==> src/rtl/rx_bit_packer.sv <==
// Packs the demapped 2-bit RX stream MSB-first into bytes, tags the first byte of
// each OFDM symbol, and buffers bytes in a first-word-fall-through FIFO for the host.
module rx_bit_packer #(
    parameter int raw_symbol_length_g = 128,
    parameter int fifo_depth_g        = 16,
    localparam int lvl_w              = $clog2(fifo_depth_g + 1)
) (
    input  logic             sys_clk,
    input  logic             sys_rstn,
    input  logic             sys_init,
    input  logic [1:0]       rx_rcv_data,
    input  logic             rx_rcv_data_valid,
    output logic [7:0]       byte_data,
    output logic             byte_sof,
    output logic             byte_valid,
    input  logic             byte_ready,
    output logic [lvl_w-1:0] fifo_level,
    output logic             overflow
);

    localparam int ptr_w = $clog2(fifo_depth_g);
    localparam int sc_w  = $clog2(raw_symbol_length_g + 1);

    logic [5:0]       sr;
    logic [1:0]       dibit_cnt;
    logic [sc_w-1:0]  sym_cnt;
    logic [sc_w-1:0]  sym_next;
    logic [8:0]       mem [fifo_depth_g];
    logic [ptr_w-1:0] wr_ptr;
    logic [ptr_w-1:0] rd_ptr;
    logic [lvl_w-1:0] level;

    logic       wr_req;
    logic       wr_ok;
    logic       pop;
    logic       full;
    logic [8:0] wr_word;

    // Handshake: a byte transfers on any rising edge where byte_valid and byte_ready
    // are both high; byte_valid never depends on byte_ready, and the head entry holds
    // steady until it is taken.
    always_comb begin
        sym_next = sym_cnt + sc_w'(2);
        wr_req   = rx_rcv_data_valid && (dibit_cnt == 2'd3);
        wr_word  = {(sym_cnt == sc_w'(6)), sr, rx_rcv_data};
        pop      = (level != '0) && byte_ready;
        full     = (level == lvl_w'(fifo_depth_g));
        // A full FIFO still takes the write when the head leaves in the same cycle.
        wr_ok    = wr_req && (!full || pop);
    end

    always_ff @(posedge sys_clk) begin
        if (!sys_rstn || sys_init) begin
            sr        <= '0;
            dibit_cnt <= '0;
            sym_cnt   <= '0;
            wr_ptr    <= '0;
            rd_ptr    <= '0;
            level     <= '0;
            overflow  <= 1'b0;
        end else begin
            if (rx_rcv_data_valid) begin
                sr        <= {sr[3:0], rx_rcv_data};
                dibit_cnt <= dibit_cnt + 2'd1;
                sym_cnt   <= (sym_next == sc_w'(raw_symbol_length_g)) ? '0 : sym_next;
            end
            if (wr_ok) begin
                wr_ptr <= wr_ptr + ptr_w'(1);
            end
            if (pop) begin
                rd_ptr <= rd_ptr + ptr_w'(1);
            end
            unique case ({wr_ok, pop})
                2'b10:   level <= level + lvl_w'(1);
                2'b01:   level <= level - lvl_w'(1);
                default: level <= level;
            endcase
            if (wr_req && !wr_ok) begin
                overflow <= 1'b1;
            end
        end
    end

    // Storage is deliberately unreset; only pointers and level define its contents.
    always_ff @(posedge sys_clk) begin
        if (sys_rstn && !sys_init && wr_ok) begin
            mem[wr_ptr] <= wr_word;
        end
    end

    always_comb begin
        byte_valid = (level != '0);
        byte_data  = byte_valid ? mem[rd_ptr][7:0] : 8'h00;
        byte_sof   = byte_valid ? mem[rd_ptr][8] : 1'b0;
        fifo_level = level;
    end

endmodule

==> config.mk <==
export PLATFORM = sky130hd
export DESIGN_NAME = rx_bit_packer
export DESIGN_NICKNAME = d
export VERILOG_FILES = /design/src/rtl/rx_bit_packer.sv
export SDC_FILE = /design/constraint.sdc
export NUM_CORES = 1
export LEC_CHECK = 0
export BUFFER_PORTS_ARGS = -buffer_cell sky130_fd_sc_hd__buf_2
export CORE_MARGIN = 2
export CORE_UTILIZATION = 43
export DETAILED_ROUTE_END_ITERATION = 8
export GPL_TIMING_DRIVEN = 0
export HOLD_SLACK_MARGIN = 0.1
export PLACE_DENSITY_LB_ADDON = 0.1
export SYNTH_ARGS = -nofsm -noshare
export SYNTH_HDL_FRONTEND = slang
export SYNTH_SLANG_ARGS = --single-unit
==> constraint.sdc <==
create_clock -name sys_clk -period 5.8 [get_ports sys_clk]
set_input_delay 1.74 -clock sys_clk [delete_from_list [all_inputs] [get_ports sys_clk]]
set_output_delay 1.74 -clock sys_clk [all_outputs]
set_load 0.02 [all_outputs]
### Word level (Yosys, flattened, before mapping)

Memories as Yosys holds them, arrays and structs flattened. A register that Yosys moved wholly into a read port is not among the register bits.
Index checks and enable logic that the tools add are counted.

* ROM bits: 0
* word-level logic and storage cells: 42
* memories kept: 1
* input port bits: 7
* register bits after elaboration: 30
* bits in latches: 0
* memory bits (writable): 144

Memory list
* mem: depth 16, bits a word 9, rd ports 1, clocked after memory_dff 1, wr ports 1, line 28 `logic [8:0] mem [fifo_depth_g];`

* multipliers: 0
* shift operators: 0
* div/mod/pow operators: 0
* bitwise logic cells: 0
* multiplexer cells: 8
* add/subtract/negate cells: 6
* equality and inequality tests: 6
* magnitude comparators: 0
* reduce and logical (&&, ||, !) cells: 14

Operators with widths (number)
* $mux 8: 2
* $pmux 5 s2: 1
* $add 4x1->4 const B: 2
* $add 8x2->8 const B: 1
* $eq 8x3->1 const B: 1
* $eq 8x8->1 const B: 1
* $mux 4: 2
* $logic_and 1x1->1: 6
* $add 5x1->5 const B: 1
* $eq 5x5->1 const B: 1
* $reduce_bool 5->1: 1
* $sub 5x1->5 const B: 1
* $eq 2x2->1 const B: 2
* $logic_not 1->1: 4
* $mux 1: 3
* $add 2x1->2 const B: 1
* $eq 2x1->1 const B: 1
* $logic_or 1x1->1: 2
* $reduce_bool 2->1: 1

### Longest topological paths before layout

* depth after elaboration: 7
* mapped depth: 12

### Worst setup path before layout

OpenSTA, ideal clock, no wires.

* path type: input -> register
* start point: input port rx_rcv_data_valid
* end point: memory mem[0][0] (enable)
* data required time: 5413 ps
* path slack: 2080 ps
* stages on the path: 6
* arrival time: 3334 ps
* cell sequence: clkbuf_8 nand2_1 a31oi_1 and2b_1 nand2_1 nor3_1

* cells in the longest elaborated chain, start to end: 5

RTL lines
* start, declared: line 12 `input logic rx_rcv_data_valid,`
* $logic_and 1x1->1: line 44 `wr_req = rx_rcv_data_valid && (dibit_cnt == 2'd3);`
* $logic_and 1x1->1: line 49 `wr_ok = wr_req && (!full || pop);`
* $logic_and 1x1->1: line 86 `if (sys_rstn && !sys_init && wr_ok) begin`
* $mux 1: line 86
* $mux 1 (implied by the code): line 87 `mem[wr_ptr] <= wr_word;`
* end, declared: line 28

No other way between the ends.

==> metrics.yaml <==
detailed_routing:
  vias_per_cell: 5.288
  m1WireLength_um: 6718
  drtIter0Drc: 245
  drt-pass1-iter-count: 4
  routed.top_layer: "met4"
  wire_per_inst_um: 20.55
  ant_nets: 0
  dr_wl_met3_um: 596
  wl_met2_um: 6794
  vias: 3670
  drc: 0
  drt_wl_total_um: 14260
worst_setup_path:
  crit_end: "byte_sof"
  path_cells: "buf_4, buf_4, buf_2, mux4_2, mux2i_1, a211oi_1, buf_2"
  worstPathMaxFanout: 10
  start_kind: "flip-flop"
  max_stage_delay_ns: 0.34
  worstPathArrival_ns: 2.43
  endpoint_kind: "output port"
  critPathKind: "flip-flop to output port"
  r2r-start: "fifo_level[0]$_SDFFE_PP0P_"
  slowest_stage: "mux4_2"
  reg2reg_depth: 12
  r2r-end: "fifo_level[4]$_SDFFE_PP0P_"
  critPathRequiredTime_ns: 4.06
  regToRegSetupSlack_ns: 2.92
cts:
  root_buffer: "clkbuf_16"
  cts.path.max_buffers: 2
  htreeDepth: 4
  clk_latency_ns: 0.43
  cts_hold_buf: 0
  path_clk_slew_ns: 0.06
  post_cts_buffers: 0
  cts_made_buffers: 17
  cts_resized: 0
  cts_sinks: 177
  tritoncts: "yes"
synth:
  ys.flop_type: "edfxtp_1"
  ys_seq_area_frac: 0.6894
  syn_inst: 421
  synth_seq_cells: 177
  synth_area_sq_um: 7231
  synth_area_leader_cell: "edfxtp_1"
  synth_cell_types: 44
  yosys_warnings: 0
  synth_area_per_cell_sq_um: 17.18
  synth-edff-count: 144
  mappedNetlistNets: 439
  synth.area.top_cells: "edfxtp_1 60%, mux4_2 11%, dfxtp_1 9.1%"
  synth_top_area_frac: 0.5980
  async_reset_ff_frac: 0
sta:
  min_period_ns: 4.170
  slew_headroom: 0.3456
  finClkSkew_ns: 0.01332
  hold_viol_final: 0
  post-route-period-util: 0.7190
  worst_pin_slew_ns: 0.9780
  worst_slack_ns: 1.630
  finalSetupViolCount: 0
  timing.fmax_ghz: 0.2398
  timing.setup.tns_ns: 0
  rsz0062_at_grt: "false"
  drv_slew: 0
floorplanning:
  pin_count: 23
  placementRows: 47
  die_area_sq_um: 17870
  coreArea_sq_um: 16520
  die_w_um: 133.7
  start_util: 0.4376
  die_h_um: 133.7
final_layout:
  syn_to_final_growth_pct: 14.26
  final_cell_mix: "144 x edfxtp_1, 40 x nor2_1, 36 x mux4_2"
  n_fill_cell: 1387
  design_area_sq_um: 8262
  antennaDiodeCount: 0
  utilization: 0.5000
  multi_input_area_sq_um: 2090
  drive_above_1_share: 0.2489
  final_common_cell: "edfxtp_1"
  fin_nets: 479
  seqCellArea_sq_um: 4985
global_route:
  grt_remaining_overflow: 0
  first_global_vias: 3753
  track_usage: 0.1723
  grt_pass1_wl_um: 22330
  antenna_found_initial: 0
  grt_max_degree: 19
status:
  status: "complete, no violations"
power_and_ir_drop:
  power_mw: 2.583
  p_per_area_nw_per_um2: 312.6
  max-vdd-ir-drop_mv: 0.2107
  p_leak_nw: 2.802
placed_design:
  dp_hpwl_um: 9269
  port-buffer-count: 20
  placed_area_sq_um: 7644
  gp_congestion: 0.7858
  preCtsSetupSlack_ns: 1.644
job:
  drv_cap: 0
worst_hold_path:
  holdCritPathClass: "flip-flop to flip-flop"
[worst max-delay path, delay by kind of cell, from the launching register on]
kind / cells / cell delay, ns
AO/OA/AOI/OAI: 1 / 0.14
buffers and inverters: 4 / 0.96
flip-flops: 1 / 0.31
multiplexers: 2 / 0.58
[final cells by class]
| class | instances | area share |
|---|---|---|
| buffer | 22 | 0.01863 |
| clock buffer | 18 | 0.05195 |
| clock inverter | 14 | 0.02287 |
| inverter | 7 | 0.003483 |
| multi-input combinational | 215 | 0.2529 |
| sequential | 177 | 0.6034 |
| tap | 220 | 0.03332 |
| timing repair buffer | 21 | 0.01348 |
[state kept, by name (all words and copies together) (netlist names), named ones only]
| name | count |
|---|---|
| dibit_cnt | 2 |
| fifo_level | 5 |
| mem | 144 |
| overflow | 1 |
| rd_ptr | 4 |
| sr | 6 |
| sym_cnt | 7 |
| wr_ptr | 4 |
[metrics by stage]
step	hold slack (ns)	std cells
2_1_floorplan	0.4600	421
3_3_place_gp	0.4731	661
3_5_place_dp	0.4752	662
4_1_cts	0.4899	694
5_1_grt	0.5240	694
6_report	0.4803	694
[cell usage after synthesis, types with 2 or more instances]
library cell    n
edfxtp_1      144
a211oi_1       18
inv_1           6
buf_4           5
clkbuf_1        4
ha_1           10
nor4_1          3
nand2b_1        4
a31oi_1         3
nor2_1         40
xor2_1          8
nand4_1         6
buf_6           2
buf_1           2
mux4_2         36
xnor2_1         7
mux2i_1        20
or3_1           3
a21oi_1         5
nor3_1          6
nor2b_1        10
buf_2           5
nand3_1         7
clkbuf_8        3
nand2_1        13
dfxtp_1        33
[worst min-delay path by stage]
| stage | depth (start not counted) | from | end | slack, ns |
|---|---|---|---|---|
| final | 2 | overflow$_SDFFE_PP0P_ | overflow$_SDFFE_PP0P_ | 0.48 |
| after global routing | 2 | rd_ptr[3]$_SDFFE_PP0P_ | rd_ptr[3]$_SDFFE_PP0P_ | 0.52 |
| after CTS | 2 | overflow$_SDFFE_PP0P_ | overflow$_SDFFE_PP0P_ | 0.49 |
| after detailed placement | 2 | overflow$_SDFFE_PP0P_ | overflow$_SDFFE_PP0P_ | 0.48 |
| after global placement | 2 | overflow$_SDFFE_PP0P_ | overflow$_SDFFE_PP0P_ | 0.47 |
| after floorplan | 2 | rd_ptr[3]$_SDFFE_PP0P_ | flip-flop | 0.46 |
[logic make-up after synthesis]
family	synth area share
simple gates	0.06956
compound gates	0.03547
flops	0.6894
buf+inv	0.02526
mux	0.1398
fa+ha+maj	0.02007
xor+xnor	0.02042
[metal layers]
metal,GRT usage,vias to the layer above
met5,0,-
met4,0.05851,0
met3,0.04033,10
met2,0.2632,71
met1,0.2453,1871
li1,-,1718
[power by group]
part           switching [mW]  total [mW]  internal (mW)
sequential            0.00454        1.37           1.36
combinational          0.0150      0.0240        0.00902
clock                   0.473        1.19          0.720
total                   0.493        2.58           2.09
No activity file was read; power rests on OpenSTA's default activity.
